--- src/rtl/sram_like_arbiter.sv ---
// Arbiter sharing one sram-like master port between IF (inst) and MEM (data).
// Ports: clk, rst (async, high); inst_*/data_* requester ports; m_* master port; busy.
// Optional macro ARB_RR_EN: round-robin between the requesters (default: data > inst).
module sram_like_arbiter #(
  parameter int AW = 32,
  parameter int DW = 32
) (
  input  logic          clk,
  input  logic          rst,
  input  logic          inst_req,
  input  logic          inst_wr,
  input  logic [1:0]    inst_size,
  input  logic [AW-1:0] inst_addr,
  input  logic [DW-1:0] inst_wdata,
  output logic          inst_addr_ok,
  output logic          inst_data_ok,
  output logic [DW-1:0] inst_rdata,
  input  logic          data_req,
  input  logic          data_wr,
  input  logic [1:0]    data_size,
  input  logic [AW-1:0] data_addr,
  input  logic [DW-1:0] data_wdata,
  output logic          data_addr_ok,
  output logic          data_data_ok,
  output logic [DW-1:0] data_rdata,
  output logic          m_req,
  output logic          m_wr,
  output logic [1:0]    m_size,
  output logic [AW-1:0] m_addr,
  output logic [DW-1:0] m_wdata,
  input  logic          m_addr_ok,
  input  logic          m_data_ok,
  input  logic [DW-1:0] m_rdata,
  output logic          busy
);

  typedef enum logic [1:0] {
    IDLE,
    ADDR,
    DATA
  } state_t;

  state_t state;
  state_t state_n;
  // grant/win: 1 = data requester, 0 = inst requester
  logic   grant;
  logic   win;
  logic   any_req;
  logic   take;

  assign any_req = inst_req | data_req;
  assign take    = (state == IDLE) && any_req;

`ifdef ARB_RR_EN
  logic last;

  // On contention the requester not served last time wins.
  always_comb begin
    win = data_req;
    if (inst_req && data_req) begin
      win = ~last;
    end
  end

  always_ff @(posedge clk or posedge rst) begin
    if (rst) begin
      last <= 1'b0;
    end else if (take) begin
      last <= win;
    end
  end
`else
  assign win = data_req;
`endif

  always_ff @(posedge clk or posedge rst) begin
    if (rst) begin
      state <= IDLE;
    end else begin
      state <= state_n;
    end
  end

  always_comb begin
    state_n = state;
    unique case (state)
      IDLE: if (any_req) state_n = ADDR;
      ADDR: if (m_addr_ok) state_n = DATA;
      DATA: if (m_data_ok) state_n = IDLE;
      default: state_n = IDLE;
    endcase
  end

  // Winner's request is captured so the master sees it stable in ADDR.
  always_ff @(posedge clk or posedge rst) begin
    if (rst) begin
      grant   <= 1'b0;
      m_wr    <= 1'b0;
      m_size  <= 2'b00;
      m_addr  <= '0;
      m_wdata <= '0;
    end else if (take) begin
      grant   <= win;
      m_wr    <= win ? data_wr    : inst_wr;
      m_size  <= win ? data_size  : inst_size;
      m_addr  <= win ? data_addr  : inst_addr;
      m_wdata <= win ? data_wdata : inst_wdata;
    end
  end

  logic in_addr;
  logic in_data;

  assign in_addr = (state == ADDR);
  assign in_data = (state == DATA);

  assign m_req = in_addr;
  assign busy  = (state != IDLE);

  assign inst_addr_ok = in_addr & m_addr_ok & ~grant;
  assign data_addr_ok = in_addr & m_addr_ok &  grant;
  assign inst_data_ok = in_data & m_data_ok & ~grant;
  assign data_data_ok = in_data & m_data_ok &  grant;

  assign inst_rdata = inst_data_ok ? m_rdata : '0;
  assign data_rdata = data_data_ok ? m_rdata : '0;

endmodule

--- config.mk ---
export PLATFORM = sky130hd
export DESIGN_NAME = sram_like_arbiter
export DESIGN_NICKNAME = d
export VERILOG_FILES = /design/src/rtl/sram_like_arbiter.sv
export SDC_FILE = /design/constraint.sdc
export NUM_CORES = 1
export LEC_CHECK = 0
export CORE_AREA = 2 2 121 123
export CTS_CLUSTER_DIAMETER = 50
export DETAILED_ROUTE_END_ITERATION = 10
export DIE_AREA = 0 0 123 125
export DONT_BUFFER_PORTS = 1
export HOLD_SLACK_MARGIN = 0.15
export SLEW_MARGIN = 10
export SYNTH_ARGS = -nofsm -noshare
export SYNTH_HDL_FRONTEND = slang
export SYNTH_SLANG_ARGS = --single-unit
--- constraint.sdc ---
create_clock -name clk -period 2.1 [get_ports clk]
set_input_delay 0.42 -clock clk [delete_from_list [all_inputs] [get_ports clk]]
set_output_delay 0.42 -clock clk [all_outputs]
set_load 0.03 [all_outputs]
# After elaboration in Yosys (flattened, before gate mapping)

Index checks and enable logic that the tools add are counted.

Bits in registers: 70

Equality and inequality tests: 5
Multiplexer cells: 10
Bitwise gates (word level): 8
Reduce and logical (&&, ||, !) cells: 4

Operators with widths:

| kind                                                | number |
|---|---|
| two-way mux 32 bit                                  | 4 |
| two-way mux 2 bit                                   | 4 |
| bitwise AND 1 bit                                   | 6 |
| != test 2 bit, second input constant                | 3 |
| one-hot mux 2 bit (3 select lines)                  | 1 |
| AND reduction 3 bit                                 | 1 |
| equality test 2 x 1 -> 1 bit, second input constant | 1 |
| equality test 2 bit, second input constant          | 1 |
| zero test 2 bit                                     | 1 |
| nonzero test 2 bit                                  | 1 |
| logical AND 1 bit                                   | 1 |
| two-way mux 1 bit                                   | 1 |
| NOT 1 bit                                           | 1 |
| OR 1 bit                                            | 1 |

# Logic depth before layout (Yosys ltp)

Depth after elaboration: 4
Gate-level depth with buffers: 5
Mapped depth without buffers: 3

# Worst setup path before layout

No wires, ideal clock.

Path type: register -> output
From: reg state[1]
To: out inst_addr_ok
Data arrival time: 1.494 ns
Required time: 1.680 ns
Path slack: 0.186 ns
Cell stages (with the launch flop): 4
Path buffers: 0
Cell sequence: dfrtp_1 nor2b_1 nand2_1 nor2_1

Cells in the longest elaborated chain, start to end: 3

RTL lines:

| element                         | line | source |
|---|---|---|
| start: declaration              | 43   | `state_t state;` |
| start signal: assignment        | 80   | `state <= state_n;` |
| equality test 2 x 1 -> 1 bit    | 114  | `assign in_addr = (state == ADDR);` |
| named net m_req                 | 26   | `output logic m_req,` |
| bitwise AND 1 bit (2 in series) | 120  | `assign inst_addr_ok = in_addr & m_addr_ok & ~grant;` |
| end: declaration                | 15   | `output logic inst_addr_ok,` |

The timed path passes the listed nets, and every way through them passes these cells.

# Worst setup path in the final report

From: reg state[0]
To: out inst_rdata[20]

Cells in the longest elaborated chain, start to end: 4

RTL lines:

| element                         | line | source |
|---|---|---|
| equality test 2 bit             | 115  | `assign in_data = (state == DATA);` |
| bitwise AND 1 bit (2 in series) | 122  | `assign inst_data_ok = in_data & m_data_ok & ~grant;` |
| two-way mux 32 bit              | 125  | `assign inst_rdata = inst_data_ok ? m_rdata : '0;` |
| end: declaration                | 17   | `output logic [DW-1:0] inst_rdata,` |

Every way passes these cells.

==> qor.yml <==
end_kind: "output pin"
final_util_pct: 34.8
nFillCells: 1365
rsz0062_at_grt: "true"
die-area_um2: 15400
yosysWarningCount: 0
hold_start: "m_data_ok"
finalCriticalPeriod_ns: 2.06
critPathKind: "register to output pin"
clock_sinks: 70
die_h_um: 125
power_density_nw_per_um2: 1560
grt_first_pass_wirelength_mm: 15.4
wl_mm: 11.3
multiInputGateArea_um2: 2120
drtPass1Iterations: 4
yosysTopAreaCell: "dfrtp_1"
cts_tree: "yes"
maxCapViolations: 0
vias_per_cell: 4.79
synth.top_cell.area_share_pct: 44.5
drt_iter0_drc: 27
finalCritPeriodShare_pct: 98.3
fin_ws_ns: 0.0359
dpl.hpwl_mm: 8.73
antenna_found_initial: 1
leakage_nw: 2.12
worst_slew_pin_slew_ns: 0.395
std_cell_rows: 44
startpoint: "state[0]$_DFFE_PP0P_"
diodes: 0
grt_overflow_total: 0
slew_violations: 0
synth_area_um2: 3940
required_ns: 1.68
gp_congestion: 0.695
slew_headroom_pct: 73.6
seqCellArea_um2: 1750
grt_pass1_vias: 2540
cts_root_buf: "clkbuf_16"
hold_viol: 0
port_buffers: 0
cp.arrival_ns: 1.64
layout-drive-gt1-share_pct: 64.6
final_cells: 534
drc_errors: 0
dp_cells: 513
start_util_pct: 27.7
via_count: 2560
worst_r2r_endpoint: "m_wdata[17]$_DFFE_PP0P_"
r2r_slack_ns: 0.38
htreeDepth: 3
start_kind: "register"
synth.distinct_cells: 21
cts.path.max_buffers: 2
fmax_mhz: 484
grt_usage_pct: 13.7
synth_cells: 305
syn_nets: 477
ys_seq_elements: 70
status: "completed"
setup_violations: 0
area_growth_pct: 25.4
worstSkewPairLatency_ns: 0.33
dieWidth_um: 123
worst_hold_path_type: "primary input to register"
num-nets-final: 517
p_total_w: 0.00771
grt_max_degree: 70
peakVddDrop_uv: 506
ant_nets: 0
clk_pin_slew_worst_paths_ns: 0.05
reg2reg_depth: 4
core_um2: 14200
place_ws_ns: 0.274
numCtsBuffers: 9
cp_max_fo: 9
min_path_cells: 1
fin_skew_ns: 0.00668
ios: 309
synth-seq-area-share_pct: 44.5
min_to: "state[1]$_DFFE_PP0P_"
wl_per_cell_um: 21.1
synth_area_leaders: "dfrtp_1, mux2_2, and2_1"
syn_area_per_cell_um2: 12.9
r2r_start: "state[1]$_DFFE_PP0P_"
-- metal layers --
| metal | share of wire, % | vias up | routed length, um | track usage (%) |
|---|---|---|---|---|
| met5 | 0.12 | - | 13 | 0 |
| met4 | 2.7 | 2 | 303 | 5.21 |
| met3 | 9.4 | 19 | 1060 | 5.02 |
| met2 | 55 | 174 | 6150 | 25.2 |
| met1 | 33 | 1237 | 3750 | 13.7 |
| li1 | - | 1128 | - | - |
-- power breakdown --
part	total (W)	internal (W)	switching, W
registers	0.00394	0.00204	0.00190
clock network	0.00161	0.00104	0.000571
logic	0.00216	0.00123	0.000930
total	0.00771	0.00431	0.00341
-- cells in the mapped netlist, drive strengths merged --
cell and number:
mux2 134, nor3b 1, dfrtp 70, a22o 1, o21a 1, and3 1, nor2 2, buf 16
clkbuf 5, nand2b 1, and2 64, nand2 2, o21ai 1, nor2b 1, a21o 1, inv 3
and4b 1
-- registers in the layout, summed over array words and instances (netlist names) --
| name | count |
|---|---|
| m_wdata | 32 |
| m_addr | 32 |
| state | 2 |
| m_wr | 1 |
| grant | 1 |
| m_size | 2 |
-- worst max-delay path by stage --
| stage | slack, ns | end | depth (start not counted) |
|---|---|---|---|
| after CTS | 0.03 | inst_rdata[20] | 5 |
| after global routing | -0.04 | inst_rdata[24] | 6 |
| after floorplan | 0.19 | inst_addr_ok | 3 |
| after detailed placement | 0.27 | inst_rdata[6] | 4 |
| final | 0.04 | inst_rdata[20] | 6 |
| after global placement | 0.34 | inst_rdata[7] | 4 |
-- repair_timing --
item                                    CTS  global route
cloned                                    0             3
setup buffers                             0             1
resized for setup                        35            27
pin swaps                                 0             2
endpoints found under the setup margin   33            55
hold buffers                              1             0
hold endpoints to repair                 14             0
-- cells by family (layout without fill, tap and decap cells) --
| group | after synthesis | after routing | share of synthesized area, % |
|---|---|---|---|
| AO/OA/AOI/OAI | 4 | 4 | 0.763 |
| buffers and inverters | 24 | 69 | 3.91 |
| flip-flops | 70 | 70 | 44.5 |
| multiplexers | 134 | 134 | 39.2 |
| AND/OR/NAND/NOR | 73 | 73 | 11.7 |
-- worst max-delay path, cell delays in order (launching register included) --
cell	delay, ns
dfrtp_1	0.41
nand2b_4	0.16
nor3b_4	0.23
buf_12	0.15
buf_12	0.11
and2_4	0.15
buf_12	0.11
-- layout by cell type (no fill, tap or decap), types with 2 or more instances in the layout --
master	netlist	layout
and2_1	64	32
and2_2	0	7
and2_4	0	25
buf_12	0	6
buf_4	0	39
bufinv_16	0	2
clkbuf_16	0	11
clkinv_2	0	2
clkinvlp_4	0	2
dfrtp_1	70	69
inv_1	3	2
mux2_1	10	10
mux2_2	115	115
mux2_4	9	9
nand2_1	2	2
-- metrics by stage --
step	setup TNS (ns)	hold slack [ns]	cell area, um^2
6_report	0	0.215	4940
5_1_grt	-0.398	0.200	4940
4_1_cts	0	0.197	4810
3_5_place_dp	0	0.305	4430
3_3_place_gp	0	0.302	4430
2_1_floorplan	0	0.529	3940
-- final cells by class --
cell class                 count  share of cell area (%)
timing repair buffer          50                    10.1
clock inverter                 6                    1.75
sequential                    70                    35.5
inverter                       3                   0.304
multi-input combinational    211                    43.0
clock buffer                  10                    4.64
tap                          184                    4.66
Note: power is estimated with default switching activity, not from simulation.
